--- config.mk ---
export PLATFORM = sky130hd
export DESIGN_NAME = fifo_read_control
export DESIGN_NICKNAME = d
export VERILOG_FILES = /design/src/rtl/phy_ctrl_pkg.sv /design/src/rtl/phy_preamble_gen.sv /design/src/rtl/fifo_read_control.sv
export SDC_FILE = /design/constraint.sdc
export NUM_CORES = 1
export LEC_CHECK = 0
export ABC_AREA = 0
export CORE_ASPECT_RATIO = 0.7
export CORE_UTILIZATION = 56
export CTS_CLUSTER_DIAMETER = 200
export DETAILED_ROUTE_END_ITERATION = 7
export PLACE_DENSITY_LB_ADDON = 0.1
export SYNTH_ARGS = -nofsm -noshare
export SYNTH_HDL_FRONTEND = slang
export SYNTH_HIERARCHICAL = 1
export SYNTH_SLANG_ARGS = --single-unit
export TNS_END_PERCENT = 30
--- constraint.sdc ---
create_clock -name i_clock -period 3 [get_ports i_clock]
set_input_delay 0.45 -clock i_clock [delete_from_list [all_inputs] [get_ports i_clock]]
set_output_delay 0.45 -clock i_clock [all_outputs]
set_load 0.005 [all_outputs]
--- src/rtl/phy_ctrl_pkg.sv ---
// Shared definitions for the PHY transmit side of the dibit FIFO: read-control
// state encoding, preamble/SFD constants, default frame geometry, and a helper
// that maps a preamble dibit index to the dibit sent on the line.
package phy_ctrl_pkg;

  localparam int DEFAULT_DEPTH     = 288;
  localparam int DEFAULT_ADDR_W    = 9;
  localparam int DEFAULT_IFG_TICKS = 48;

  localparam logic [7:0] PREAMBLE_BYTE   = 8'h55;
  localparam logic [7:0] SFD_BYTE        = 8'hD5;
  localparam int         PREAMBLE_DIBITS = 32;
  localparam int         PREAMBLE_IDX_W  = $clog2(PREAMBLE_DIBITS);

  typedef enum logic [2:0] {
    ST_IDLE     = 3'd0,
    ST_PREAMBLE = 3'd1,
    ST_PRIME    = 3'd2,
    ST_STREAM   = 3'd3,
    ST_GAP      = 3'd4
  } rd_state_t;

  // The last four dibits belong to the SFD byte; each byte goes out MSB pair first.
  function automatic logic [1:0] preamble_dibit(input logic [PREAMBLE_IDX_W-1:0] idx);
    logic [7:0] byte_val;
    byte_val = (idx >= PREAMBLE_IDX_W'(PREAMBLE_DIBITS - 4)) ? SFD_BYTE : PREAMBLE_BYTE;
    case (idx[1:0])
      2'd0:    preamble_dibit = byte_val[7:6];
      2'd1:    preamble_dibit = byte_val[5:4];
      2'd2:    preamble_dibit = byte_val[3:2];
      default: preamble_dibit = byte_val[1:0];
    endcase
  endfunction

endpackage

--- src/rtl/phy_preamble_gen.sv ---
// Preamble/SFD dibit generator: translates a dibit index (0..31) into the dibit
// that belongs on the line at that position. Only present when the optional
// FIFO_READ_PREAMBLE_EN feature is built, so the default build carries no
// unused module.
`ifdef FIFO_READ_PREAMBLE_EN
module phy_preamble_gen
  import phy_ctrl_pkg::*;
(
  input  logic [PREAMBLE_IDX_W-1:0] i_index,
  output logic [1:0]                o_dibit
);

  assign o_dibit = preamble_dibit(i_index);

endmodule
`endif

--- src/rtl/fifo_read_control.sv ---
// FIFO read controller: once the writer reports a full frame, reads DEPTH
// dibits back from the dual-port RAM in ascending address order and streams
// them onto the 2-bit PHY bus, one per i_tx_tick, followed by an inter-frame
// gap of IFG_TICKS ticks. Each read is issued one tick ahead of its use, so the
// RAM's one-clock read latency is hidden behind the tick spacing.
// Optional feature macro: FIFO_READ_PREAMBLE_EN prepends 7x 0x55 + SFD 0xD5.
module fifo_read_control
  import phy_ctrl_pkg::*;
#(
  parameter int DEPTH     = DEFAULT_DEPTH,
  parameter int ADDR_W    = DEFAULT_ADDR_W,
  parameter int IFG_TICKS = DEFAULT_IFG_TICKS
) (
  input  logic              i_clock,
  input  logic              i_reset_n,
  input  logic              i_frame_ready,
  input  logic              i_tx_tick,
  input  logic [1:0]        i_data_read,
  output logic [ADDR_W-1:0] o_addr_read,
  output logic              o_enab_read,
  output logic [1:0]        o_txd,
  output logic              o_tx_en,
  output logic              o_busy,
  output logic              o_done,
  output logic              o_drop
);

  localparam int GAP_W = $clog2(IFG_TICKS + 1);
  // Address counter values at which the last dibit is sent and the frame closes.
  localparam logic [ADDR_W:0]  CNT_LAST_DIBIT = (ADDR_W + 1)'(DEPTH);
  localparam logic [ADDR_W:0]  CNT_CLOSE      = (ADDR_W + 1)'(DEPTH + 1);
  localparam logic [GAP_W-1:0] GAP_LAST       = GAP_W'(IFG_TICKS - 1);

  rd_state_t        state;
  logic [ADDR_W:0]  addr_cnt;
  logic [GAP_W-1:0] gap_cnt;

`ifdef FIFO_READ_PREAMBLE_EN
  localparam logic [PREAMBLE_IDX_W-1:0] PRE_LAST = PREAMBLE_IDX_W'(PREAMBLE_DIBITS - 1);

  logic [PREAMBLE_IDX_W-1:0] pre_idx;
  logic [1:0]                pre_dibit;

  phy_preamble_gen u_preamble_gen (
    .i_index (pre_idx),
    .o_dibit (pre_dibit)
  );
`endif

  // Frame sequencer: accept, optional preamble, prime first read, stream, gap.
  always_ff @(posedge i_clock or negedge i_reset_n) begin
    if (!i_reset_n) begin
      state       <= ST_IDLE;
      addr_cnt    <= '0;
      gap_cnt     <= '0;
`ifdef FIFO_READ_PREAMBLE_EN
      pre_idx     <= '0;
`endif
      o_addr_read <= '0;
      o_enab_read <= 1'b0;
      o_txd       <= 2'b00;
      o_tx_en     <= 1'b0;
      o_busy      <= 1'b0;
      o_done      <= 1'b0;
    end else begin
      o_enab_read <= 1'b0;
      o_done      <= 1'b0;
      case (state)
        ST_IDLE: begin
          if (i_frame_ready) begin
            o_busy <= 1'b1;
`ifdef FIFO_READ_PREAMBLE_EN
            pre_idx <= '0;
            state   <= ST_PREAMBLE;
`else
            o_addr_read <= '0;
            o_enab_read <= 1'b1;
            state       <= ST_PRIME;
`endif
          end
        end
`ifdef FIFO_READ_PREAMBLE_EN
        ST_PREAMBLE: begin
          if (i_tx_tick) begin
            o_txd   <= pre_dibit;
            o_tx_en <= 1'b1;
            if (pre_idx == PRE_LAST) begin
              o_addr_read <= '0;
              o_enab_read <= 1'b1;
              state       <= ST_PRIME;
            end else begin
              pre_idx <= pre_idx + 1'b1;
            end
          end
        end
`endif
        ST_PRIME: begin
          addr_cnt <= (ADDR_W + 1)'(1);
          state    <= ST_STREAM;
        end
        ST_STREAM: begin
          if (i_tx_tick) begin
            if (addr_cnt == CNT_CLOSE) begin
              o_txd   <= 2'b00;
              o_tx_en <= 1'b0;
              o_done  <= 1'b1;
              gap_cnt <= '0;
              state   <= ST_GAP;
            end else begin
              o_txd   <= i_data_read;
              o_tx_en <= 1'b1;
              if (addr_cnt != CNT_LAST_DIBIT) begin
                o_addr_read <= addr_cnt[ADDR_W-1:0];
                o_enab_read <= 1'b1;
              end
              addr_cnt <= addr_cnt + 1'b1;
            end
          end
        end
        ST_GAP: begin
          if (i_tx_tick) begin
            if (gap_cnt == GAP_LAST) begin
              gap_cnt  <= '0;
              addr_cnt <= '0;
              o_busy   <= 1'b0;
              state    <= ST_IDLE;
            end else begin
              gap_cnt <= gap_cnt + 1'b1;
            end
          end
        end
        default: state <= ST_IDLE;
      endcase
    end
  end

  // Flag a frame-ready that lands while a frame is still in flight; it is not queued.
  always_ff @(posedge i_clock or negedge i_reset_n) begin
    if (!i_reset_n) begin
      o_drop <= 1'b0;
    end else begin
      o_drop <= i_frame_ready & o_busy;
    end
  end

endmodule

Word level (Yosys, flattened, before mapping)
Index checks and enable logic that the tools add are counted.
{ "totals": {"register_bits": 35, "out_inout_bits": 16, "wordCells": 72, "input_bits": 6} }
{ "op_classes": {"n_eq_ne": 13, "reduce_logical": 11, "n_addsub": 2, "muxes": 35, "bitwise": 1} }
{ "ops": {"columns": ["op", "count"], "rows": [
  ["$mux W10", 4],
  ["$mux W9", 4],
  ["$pmux W10 S3", 1],
  ["$mux W6", 4],
  ["$pmux W9 S2", 1],
  ["$mux W3", 5],
  ["$reduce_and A5 Y1", 3],
  ["$ne A2 B2 Y1 const B", 7],
  ["$pmux W3 S4", 1],
  ["$pmux W6 S2", 1],
  ["$mux W1", 11],
  ["$add A10 B1 Y10 const B", 1],
  ["$eq A10 B9 Y1 const B", 1],
  ["$ne A10 B9 Y1 const B", 1],
  ["$reduce_and A4 Y1", 2],
  ["$add A6 B1 Y6 const B", 1],
  ["$eq A3 B2 Y1 const B", 2],
  ["$eq A6 B6 Y1 const B", 1],
  ["$reduce_bool A2 Y1", 3],
  ["$pmux W1 S2", 2],
  ["$eq A3 B3 Y1 const B", 1],
  ["$logic_not A3 Y1", 1],
  ["$reduce_bool A3 Y1", 1],
  ["$mux W2", 1],
  ["2 further kinds", 2]
]} }

Depth between registers and ports, before layout
{ "logic_depth": {"ltp_word": 5, "mapped_depth": 8, "mapped_depth_nobuf": 6} }

Worst setup path after synthesis
Ideal clock, no wire load.
{ "synth_timing": {"path_type": "register to register", "startpoint": "reg addr_cnt[0]", "endpoint": "reg o_addr_read[0]", "arrival_ns": 1.579, "t_required_ns": 2.869, "synth_period_minus_slack_ns": 1.709, "path_buffers": 2, "stages_incl_launch_ff": 9, "path_slack_ns": 1.291, "setup_time_ns": 0.131, "path_cell_list": "dfrtp_1 inv_1 ha_1 or2_2 a31o_1 buf_2 buf_4 nand3_1 o31ai_1"} }
{ "synth_via": {"elab_chain_len": 4, "elab_cells_between_ends": 9, "classes_between": "eq/ne (4); mux (4); reduce/logical (1)"} }
{ "synth_lines": {"columns": ["element", "line", "text"], "rows": [
  ["from (decl)", "fifo_read_control.sv:35", "logic [ADDR_W:0] addr_cnt;"],
  ["from (signal assigned)", "fifo_read_control.sv:98", "addr_cnt <= (ADDR_W + 1)'(1);"],
  ["from (signal assigned)", "fifo_read_control.sv:116", "addr_cnt <= addr_cnt + 1'b1;"],
  ["parallel branches: the longest is 4 deep, another holds $ne A10 B9 Y1", null, null],
  ["to (signal assigned)", "fifo_read_control.sv:113", "o_addr_read <= addr_cnt[ADDR_W-1:0];"],
  ["to (decl)", "fifo_read_control.sv:19", "output logic [ADDR_W-1:0] o_addr_read,"]
]} }
Several ways; the timed one is not identified. The select of a mux whose other input is x is not followed.
A chain may end at the register's enable or synchronous reset.

Worst setup path in the final report
{ "layout_timing": {"startpoint": "in i_tx_tick", "endpoint": "reg o_addr_read[8]"} }
{ "layout_via": {"elab_chain_len": 2} }
{ "layout_lines": {"columns": ["element", "line", "text"], "rows": [
  ["from (decl)", "fifo_read_control.sv:17", "input logic i_tx_tick,"],
  ["$ne A2 B2 Y1 (no source line)", null, null],
  ["$reduce_and A5 Y1 (no source line)", null, null]
]} }
Every way passes these cells.

==> results <==
- The number of global-route vias before repair came to 1321.
- In the synthesized netlist the dominant register cell turns out to be sky130_fd_sc_hd__dfrtp_1.
- The analysis attributes to cell leakage a power of 0.901 nW.
- The sequential cells in the finished layout cover a total of 876 sq um.
- CTS placed an instance of sky130_fd_sc_hd__clkbuf_8 at the clock tree root.
- The synthesized net count is 193.
- The H-tree depth is 2.
- Across the VDD grid, the largest voltage drop is 0.425 mV.
- The wire-length estimate of the detail-placed layout is 2710 microns.
- The initial antenna violation count is 0.
- The critical path crosses 5 cells after its start point.
- For the final database, setup skew stands at between 0.01 and 0.015 ns.
- The worst register-to-register path ends at gap_cnt[2]$_DFFE_PN0P_.
- The critical path goes through clkdlybuf4s50_1 -> nand4b_1 -> a31o_1 -> nand3_1 -> o21ai_1.
- The path class of the tightest hold or removal check is reg -> reg.
- The largest single stage delay on the critical path is ~0.6 ns.
- In this run the horizontal extent of the chip is just under 70 microns.
- The average routed wire per standard cell is around 16 microns.
- STA puts the critical path data required time at approximately 3.2 ns.
- The area of the core region is ~2900 sq um.
- After routing the design area is a little over 2000 sq um.
- The type of destination of the critical path is a flip-flop.
- The kind of cell adding the most delay to the critical path is simple AND/OR/NAND/NOR gates.
- The detail route stage leaves a number of antenna-violating nets equal to 0.
- Clock tree synthesis found a total of 35 sinks.
- Fill cells in the final layout number 227.
- The post-CTS clock slew at the launch and capture registers of the worst setup and hold paths is roughly 0.070 ns.
- The number of buffers inserted for hold repair after clock tree synthesis is 0.
- The total count of max-transition violations in the final report came to 0.
- The end point of the critical path is o_addr_read[8]$_DFFE_PN0P_.
- After layout, the worst setup slack is about 0.75 ns.
- The critical path launch point type is a primary input.
- In this run, synthesis inferred 0 flip-flops with an integrated enable.
- The die height is 49.0 microns.
- The worst register-to-register path has a setup slack of 0.92 ns.
- For this configuration, the core starts out at a cell density of 0.609.
- The buffers plus inverters on the worst setup path is 1.
- The number of vias after detailed routing is around 1400.
- At the end of routability-driven placement, the weighted congestion stood at 0.890.
- Adding up every negative setup slack in the final design gives 0 ns.
- Static timing analysis puts the maximum clock frequency at around 450 MHz.
- The TritonCTS clock tree is yes.
- By area the synthesized netlist is led by sky130_fd_sc_hd__dfrtp_1, sky130_fd_sc_hd__nand3_1, sky130_fd_sc_hd__nand2_1.
- In this run the tightest slew margin relative to its limit is 0.624.
- Counting flops and latches in the post-synthesis netlist gives 35.
- During placement, the flow inserted port buffers numbering 21.
- The share of cells above drive strength 1 is 0.0640.
- The mean cell area of the mapped netlist is 9.67 sq um.
- The number of cells produced by synthesis is ~180.
- The DRC violations left is 0.
- Summed over all layers, the routed wires come to 3830 microns.
- Power spread over the standard cell area amounts to roughly 620 nW/um^2.
- STA puts the critical path data arrival time at 2.40 ns.
- The number of rows in the core area is 16.
- The share of the clock period used by the worst path is 0.749.
- In the synthesized netlist, the cells that appear most often are sky130_fd_sc_hd__dfrtp_1, sky130_fd_sc_hd__nand2_1, sky130_fd_sc_hd__nand3_1.
- In this run the deepest clock path goes through 2 buffers.
- The post-place instance area is roughly 2000 sq um.
- Summing every instance area after synthesis gives 1770 sq um.
- Yosys printed 6 warnings.
- The number of hold-slack violations in the final timing report is 0.
- The number of setup buffers added after CTS is 0.
- The die covers 3390 sq um.
- In the synthesized netlist the async set-or-reset flop fraction comes to 1.00.
- The first-pass GRT wire length is 6610 microns.
- The top fanout value on the critical path is 19.
- 22 I/O pins were placed.
- For this run, the total global-route usage over all layers was measured as 0.256.
- The net total in the final layout is 212.
- In this run, distinct cell masters in the synthesized netlist total 41.
- Across the run, the number of max-cap violations was 0.
- The area share of the largest cell type after synthesis is 0.495.
- The number of buffers inserted during clock tree synthesis is 5.
- Setup repair after global routing left no endpoint under its margin.
- The final antenna diode count is 0.
- The average via count per standard cell is 6.02.
- The count of instances resized after the clock tree is built is 0.
- The start of the worst register-to-register path is addr_cnt[2]$_DFFE_PN0P_.
- Before antenna repair, the detailed router went through 4 iterations.
- The transition time at the pin with the least slew margin is between 0.5 and 0.6 ns.
- The sequential share of the synthesized area is 0.495.
- The largest net degree at the start of global routing is 36.
- Among all stages on the critical path, the largest delay is contributed by sky130_fd_sc_hd__clkdlybuf4s50_1.
- The cell type contributing the most total cell area after synthesis is sky130_fd_sc_hd__dfrtp_1.
- The placement-stage worst setup slack is about 0.5 ns.
- The detailed router finished its first iteration with 157 violations.
- The most critical setup path has its startpoint at i_tx_tick.
- From synthesis to final layout, the design area changed by 17.3%.
- The worst setup path is of the in -> reg kind.
- The clock reaches the later pin of the worst-skew pair after slightly below 0.3 ns.
- The worst reg2reg path depth is 4.
- The clock period minus final worst setup slack is between 2 and 2.5 ns.
- The area occupied by multi-input gates is 806 sq um.
- The total congestion overflow after global routing is 0.
- In the post-synthesis netlist, the cell with the most instances is sky130_fd_sc_hd__dfrtp_1.
- The run finished with clean final reports.
- The total setup violations reported at the end of the flow is 0.
- The total power is around 1.3 mW.
-- final cells by class --
class,count,share of cell area
sequential,35,0.422
multi-input combinational,130,0.388
timing repair buffer,22,0.105
clock buffer,8,0.0483
tap,36,0.0217
inverter,8,0.0145
-- routing by layer --
layer / wire (microns) / GRT usage / vias to the layer above
li1: - / - / 697
met1: 1950 / 0.380 / 663
met2: 1570 / 0.356 / 70
met3: 271 / 0.0558 / 8
met4: 44 / 0.122 / 0
met5: 0 / 0 / -
-- cell families (layout without fill, tap and decap cells) --
kind of cell,Yosys count,after routing,share of synthesized area
buffers and inverters,18,38,0.0495
adders and majority gates,4,4,0.0283
DFF,35,35,0.495
AOI/OAI and AO/OA,48,48,0.187
muxes,1,1,0.00566
and+or+nand+nor,77,77,0.235
-- worst reg2reg max path, cell delays in order, from the launching register on --
cell,delay (ns)
sky130_fd_sc_hd__dfrtp_1,0.46
sky130_fd_sc_hd__nor4b_2,0.34
sky130_fd_sc_hd__nand3_1,0.38
sky130_fd_sc_hd__o21ai_1,0.56
sky130_fd_sc_hd__a31oi_1,0.20
-- where the power goes --
part	switching, mW	internal, mW	total [mW]
combinational	0.145	0.156	0.302
clock	0.161	0.209	0.371
sequential	0.0820	0.542	0.624
total	0.389	0.908	1.30
-- stage by stage --
step	util	hold WS [ns]	instances
after floorplan	-	0.154	183
after global placement	0.680	0.470	231
after detailed placement	0.680	0.460	231
after CTS	0.715	0.482	239
after global routing	0.715	0.513	239
final	0.715	0.480	239
-- worst min path at each step --
stage,start,endpoint,slack (ns),cells past startpoint
2_1_floorplan,i_reset_n,addr_cnt[0]$_DFFE_PN0P_,0.15,0
3_3_place_gp,o_txd[0]$_DFFE_PN0P_,o_txd[0]$_DFFE_PN0P_,0.47,2
3_5_place_dp,o_txd[1]$_DFFE_PN0P_,o_txd[1]$_DFFE_PN0P_,0.46,2
4_1_cts,o_txd[1]$_DFFE_PN0P_,o_txd[1]$_DFFE_PN0P_,0.48,2
5_1_grt,o_txd[0]$_DFFE_PN0P_,o_txd[0]$_DFFE_PN0P_,0.51,2
6_report,o_txd[1]$_DFFE_PN0P_,o_txd[1]$_DFFE_PN0P_,0.48,2
-- cells in the final DEF (no fill, tap or decap), types with 4 or more instances in the layout --
cell	count
sky130_fd_sc_hd__o21ai_1	18
sky130_fd_sc_hd__clkdlybuf4s50_1	21
sky130_fd_sc_hd__a31oi_1	8
sky130_fd_sc_hd__ha_1	4
sky130_fd_sc_hd__inv_1	8
sky130_fd_sc_hd__clkbuf_8	7
sky130_fd_sc_hd__o31ai_1	4
sky130_fd_sc_hd__o21bai_1	4
sky130_fd_sc_hd__nand2b_1	4
sky130_fd_sc_hd__nand3_1	20
sky130_fd_sc_hd__nor2_1	9
sky130_fd_sc_hd__dfrtp_1	35
sky130_fd_sc_hd__nand2_1	25
-- flip-flops by register name (all words and copies together) (netlist names), 2 cells and up --
signal	count
state	3
o_txd	2
addr_cnt	10
gap_cnt	6
o_addr_read	9
No activity file was read; power rests on OpenSTA's default activity.
